[config.mk]
export PLATFORM = sky130hd
export DESIGN_NAME = eight_input_pe_ii
export DESIGN_NICKNAME = d
export VERILOG_FILES = /design/src/rtl/eight_input_pe_ii.sv
export SDC_FILE = /design/constraint.sdc
export NUM_CORES = 1
export LEC_CHECK = 0
export CAP_MARGIN = 20
export CORE_AREA = 5 5 42 44
export CTS_CLUSTER_SIZE = 16
export DETAILED_ROUTE_END_ITERATION = 7
export DIE_AREA = 0 0 47 49
export PLACE_DENSITY = 0.46
export SETUP_SLACK_MARGIN = 0.1
export SYNTH_ARGS = -nofsm -noshare
export SYNTH_HDL_FRONTEND = slang
export SYNTH_SLANG_ARGS = --single-unit
[constraint.sdc]
create_clock -name clk -period 0.8 [get_ports clk]
set_input_delay 0.12 -clock clk [delete_from_list [all_inputs] [get_ports clk]]
set_output_delay 0.12 -clock clk [all_outputs]
set_load 0.05 [all_outputs]
[src/rtl/eight_input_pe_ii.sv]
// Registered 8-to-3 priority encoder with valid flag (out3) and selectable priority direction.
// Optional 2-flop input synchronizer enabled by defining PE_INPUT_SYNC_EN.
module eight_input_pe_ii #(
  parameter bit PRIORITY_MSB = 1'b1  // 1: in7 wins, 0: in0 wins
) (
  input  logic clk,
  input  logic reset,
  input  logic in7,
  input  logic in6,
  input  logic in5,
  input  logic in4,
  input  logic in3,
  input  logic in2,
  input  logic in1,
  input  logic in0,
  output logic out3,
  output logic out2,
  output logic out1,
  output logic out0
);

  logic [7:0] req_raw;
  logic [7:0] req;
  logic       hit;
  logic [2:0] idx;
  logic [3:0] out_q;

  assign req_raw = {in7, in6, in5, in4, in3, in2, in1, in0};

`ifdef PE_INPUT_SYNC_EN
  logic [7:0] sync_q1;
  logic [7:0] sync_q2;

  // NOTE: sequential state uses non-blocking assignments so every flop samples pre-edge values.
  always_ff @(posedge clk) begin
    if (reset) begin
      sync_q1 <= '0;
      sync_q2 <= '0;
    end else begin
      sync_q1 <= req_raw;
      sync_q2 <= sync_q1;
    end
  end

  assign req = sync_q2;
`else
  assign req = req_raw;
`endif

  // The last matching line in scan order wins, so scan toward the highest-priority end.
  always_comb begin
    // NOTE: defaults first keep this purely combinational and force idx to 0 when nothing is requested.
    hit = 1'b0;
    idx = 3'd0;
    if (PRIORITY_MSB) begin
      for (int i = 0; i < 8; i++) begin
        if (req[i]) begin
          hit = 1'b1;
          idx = i[2:0];
        end
      end
    end else begin
      for (int i = 7; i >= 0; i--) begin
        if (req[i]) begin
          hit = 1'b1;
          idx = i[2:0];
        end
      end
    end
  end

  always_ff @(posedge clk) begin
    if (reset) begin
      out_q <= 4'b0000;
    end else begin
      out_q <= {hit, idx};
    end
  end

  assign {out3, out2, out1, out0} = out_q;

endmodule

---- After elaboration in Yosys (flattened, before gate mapping) ----
Index checks and enable logic that the tools add are counted.
cells by class
  multiplexer cells ....................... 15
operators by type and width
  operator          count
  3-bit 2-to-1 mux  6
  1-bit 2-to-1 mux  9
word-level totals
  register bits ........................... 4
  input port bits ......................... 10
  output and inout bits ................... 4
  word-level logic and storage cells ...... 16

---- Logic depth before layout (Yosys ltp) ----
  depth in word-level cells ............... 8
  depth in mapped cells ................... 3
  gate-level depth less buffers ........... 3

---- Worst setup path before layout ----
No wires, ideal clock.
  path type ............................... register to output
  start ................................... reg out_q[0]
  end ..................................... out out0
  arrival ................................. 0.587 ns
  data required time ...................... 0.680 ns
  path slack .............................. 0.093 ns
  stages on the path, launching flop included .. 1
  path buffers ............................ 0
  cells stage by stage .................... dfxtp_1
RTL lines
  item                      line  source
  start: declaration        26    logic [3:0] out_q;
  start signal: assignment  76    out_q <= {hit, idx};
  end: declaration          19    output logic out0
No word-level cell between the ends.

---- Worst setup path after layout ----
  start ................................... reg out_q[2]
  end ..................................... out out2
RTL lines
  item              line  source
  end: declaration  17    output logic out2,
No word-level cell between the ends.

==> impl_metrics.yaml <==
status:
  status: "finished, violations left"
  violations: "setup timing"
place:
  dpl_cell_area_sq_um: 357.8
  gp_congestion: 0.6043
  preCtsSetupSlack_ns: -0.3027
  port_buffers: 13
clock_network:
  htree_levels: 1
  clock_path_buffers: 2
  cts-root-buf: "clkbuf_4"
  cts.sinks: 4
  cts_tree: "done"
  cts_buffers: 3
  clk_transition_reported_paths_ns: 0.04
worst_setup_path:
  max_stage_delay_ns: 0.33
  crit_chain: "buf_12"
  critPathRequiredTime_ns: 0.68
  cp-start-kind: "register"
  crit_start: "out_q[2]"
  critical_path.max_fanout: 1
  critPathKind: "register to output pin"
  cp_top_family: "flip-flops"
  crit_buf_inv: 1
  crit_cells: 1
  arrival_ns: 0.69
  worstSetupEndpointType: "output pin"
  cpMaxStageDelayCell: "dfxtp_2"
  worstSetupEndpoint: "out2"
drt:
  dr.pass1.iters: 2
  drtIter0Drc: 1
  viasPerCell: 3.792
  post_drt_wl_per_cell_microns: 10.58
  num_vias: 182
  drc: 0
  ant_nets: 0
  wirelength_microns: 508
sta:
  timing.final.ws_setup_ns: -0.01248
  hold_viol: 0
  whs_ns: 0.2510
  finalCritPeriodShare: 1.016
  tightest_slew_ns: 0.2240
  clock.fmax_ghz: 1.231
  rsz0062_at_grt: "true"
  finalSetupViolCount: 4
  report.final.slew_viol_count: 0
  worst_slew_margin_rel: 0.8490
  post-route-min-period_ns: 0.8125
power:
  powerDensity_nw_per_um2: 1724
  internal_power_uw: 474.5
  ir_drop_mv: 0.3711
  swShare: 0.2715
  leakage_nw: 0.1597
  clock_power_share: 0.378
  power_frac_comb: 0.272
  switchingPower_uw: 176.9
  seqPwrFrac: 0.350
  power_uw: 651.4
layout:
  finalNetCount: 44
  largest_reg_flops: 4
  synthToLayoutAreaGrowth_pct: 132.3
  final_cell_mix: "dlygate4sd2_1, dfxtp_2, buf_12"
  diodes: 0
  regMostFlops: "out_q"
  final_common_cell: "dlygate4sd2_1"
  top_regs: "out_q x4"
  drive_above_1_share: 0.5000
  finalInstanceArea_sq_um: 377.9
global_routing:
  grt.total_usage: 0.05423
  grt_max_degree: 6
  grt_pass1_wl_microns: 786
  grt_overflow: 0
  antenna_found_initial: 0
  grt_pass1_vias: 211
synthesis:
  synth_area_leader_cell: "dfxtp_1"
  ys_warn_count: 0
  synth_top_area_share: 0.4923
  ys_ff_latch: 4
  yosys-top-cells-area: "dfxtp_1, o41ai_2, a21oi_1"
  yosysSeqAreaShare: 0.4923
  syn_avg_cell_area_sq_um: 10.17
  syn_area_sq_um: 162.7
  yosysUniqueCellTypes: 11
  synth_fp_nets: 26
  syn_inst: 16
floorplan:
  die_height_microns: 49
  core-area_sq_um: 1401
  die-width_microns: 47
  floorplan.initialDensity: 0.1161
  fp.dieArea_sq_um: 2303
  rows: 14
  ios: 14
worst_hold_path:
  min_path_type: "input port to register"
flow_run:
  drv_cap: 0
power by group through the flow:
stage,combinational [mW],sequential (mW),clock (mW)
after floorplan,0.0235,0.273,0
after global routing,0.186,0.229,0.264
after CTS,0.177,0.228,0.263
after detailed placement,0.189,0.231,0
after global placement,0.189,0.231,0
final,0.177,0.228,0.246
synth_stat cells:
| cell type | number |
|---|---|
| a21oi_1 | 3 |
| o21bai_1 | 1 |
| nor2_1 | 1 |
| o41ai_2 | 1 |
| nor4_2 | 1 |
| inv_1 | 1 |
| a31oi_1 | 1 |
| dfxtp_1 | 4 |
| o21ai_1 | 1 |
| nor2_2 | 1 |
| nor2b_1 | 1 |
per-stage QoR:
stage / cells / utilization / setup TNS (ns)
floorplan: 16 / - / 0
global placement: 45 / 0.2554 / -0.9518
detailed placement: 45 / 0.2554 / -1.000
CTS: 48 / 0.2679 / -0.09884
global route: 48 / 0.2696 / -0.1146
finish: 48 / 0.2696 / -0.04491
kinds of logic after synthesis:
group,Yosys count,synth area share
simple gates,4,0.1769
compound gates,7,0.3077
buf+inv,1,0.02305
flops,4,0.4923
repair_timing:
item	in CTS	in global routing
hold buffers	0	0
gates resized for setup	11	2
pin swaps	4	2
buffers inserted	0	0
setup endpoints to repair	8	6
cell type report:
| class | count | area, sq um |
|---|---|---|
| fillers | 163 | 1023 |
| repair buffers | 13 | 161.4 |
| well taps | 16 | 20.02 |
| multi-input cells | 11 | 85.08 |
| flip-flops and latches | 4 | 85.08 |
| inverters | 1 | 3.754 |
| clock buffers | 3 | 22.52 |
how the worst min path moves through the flow:
stage,from,to,slack [ns],depth (start not counted)
2_1_floorplan,reset,out_q[1],0.18,1
3_3_place_gp,out_q[1],out1,0.57,1
3_5_place_dp,out_q[0],out0,0.56,1
4_1_cts,in4,out_q[0],0.25,2
5_1_grt,in4,out_q[0],0.25,2
6_report,in4,out_q[0],0.25,2
routing by layer:
metal	track usage	wire, microns
met5	0	0
met4	0.06912	0
met3	0.03321	99
met2	0.05882	194
met1	0.05934	214
(Power assumes the default switching activity.)
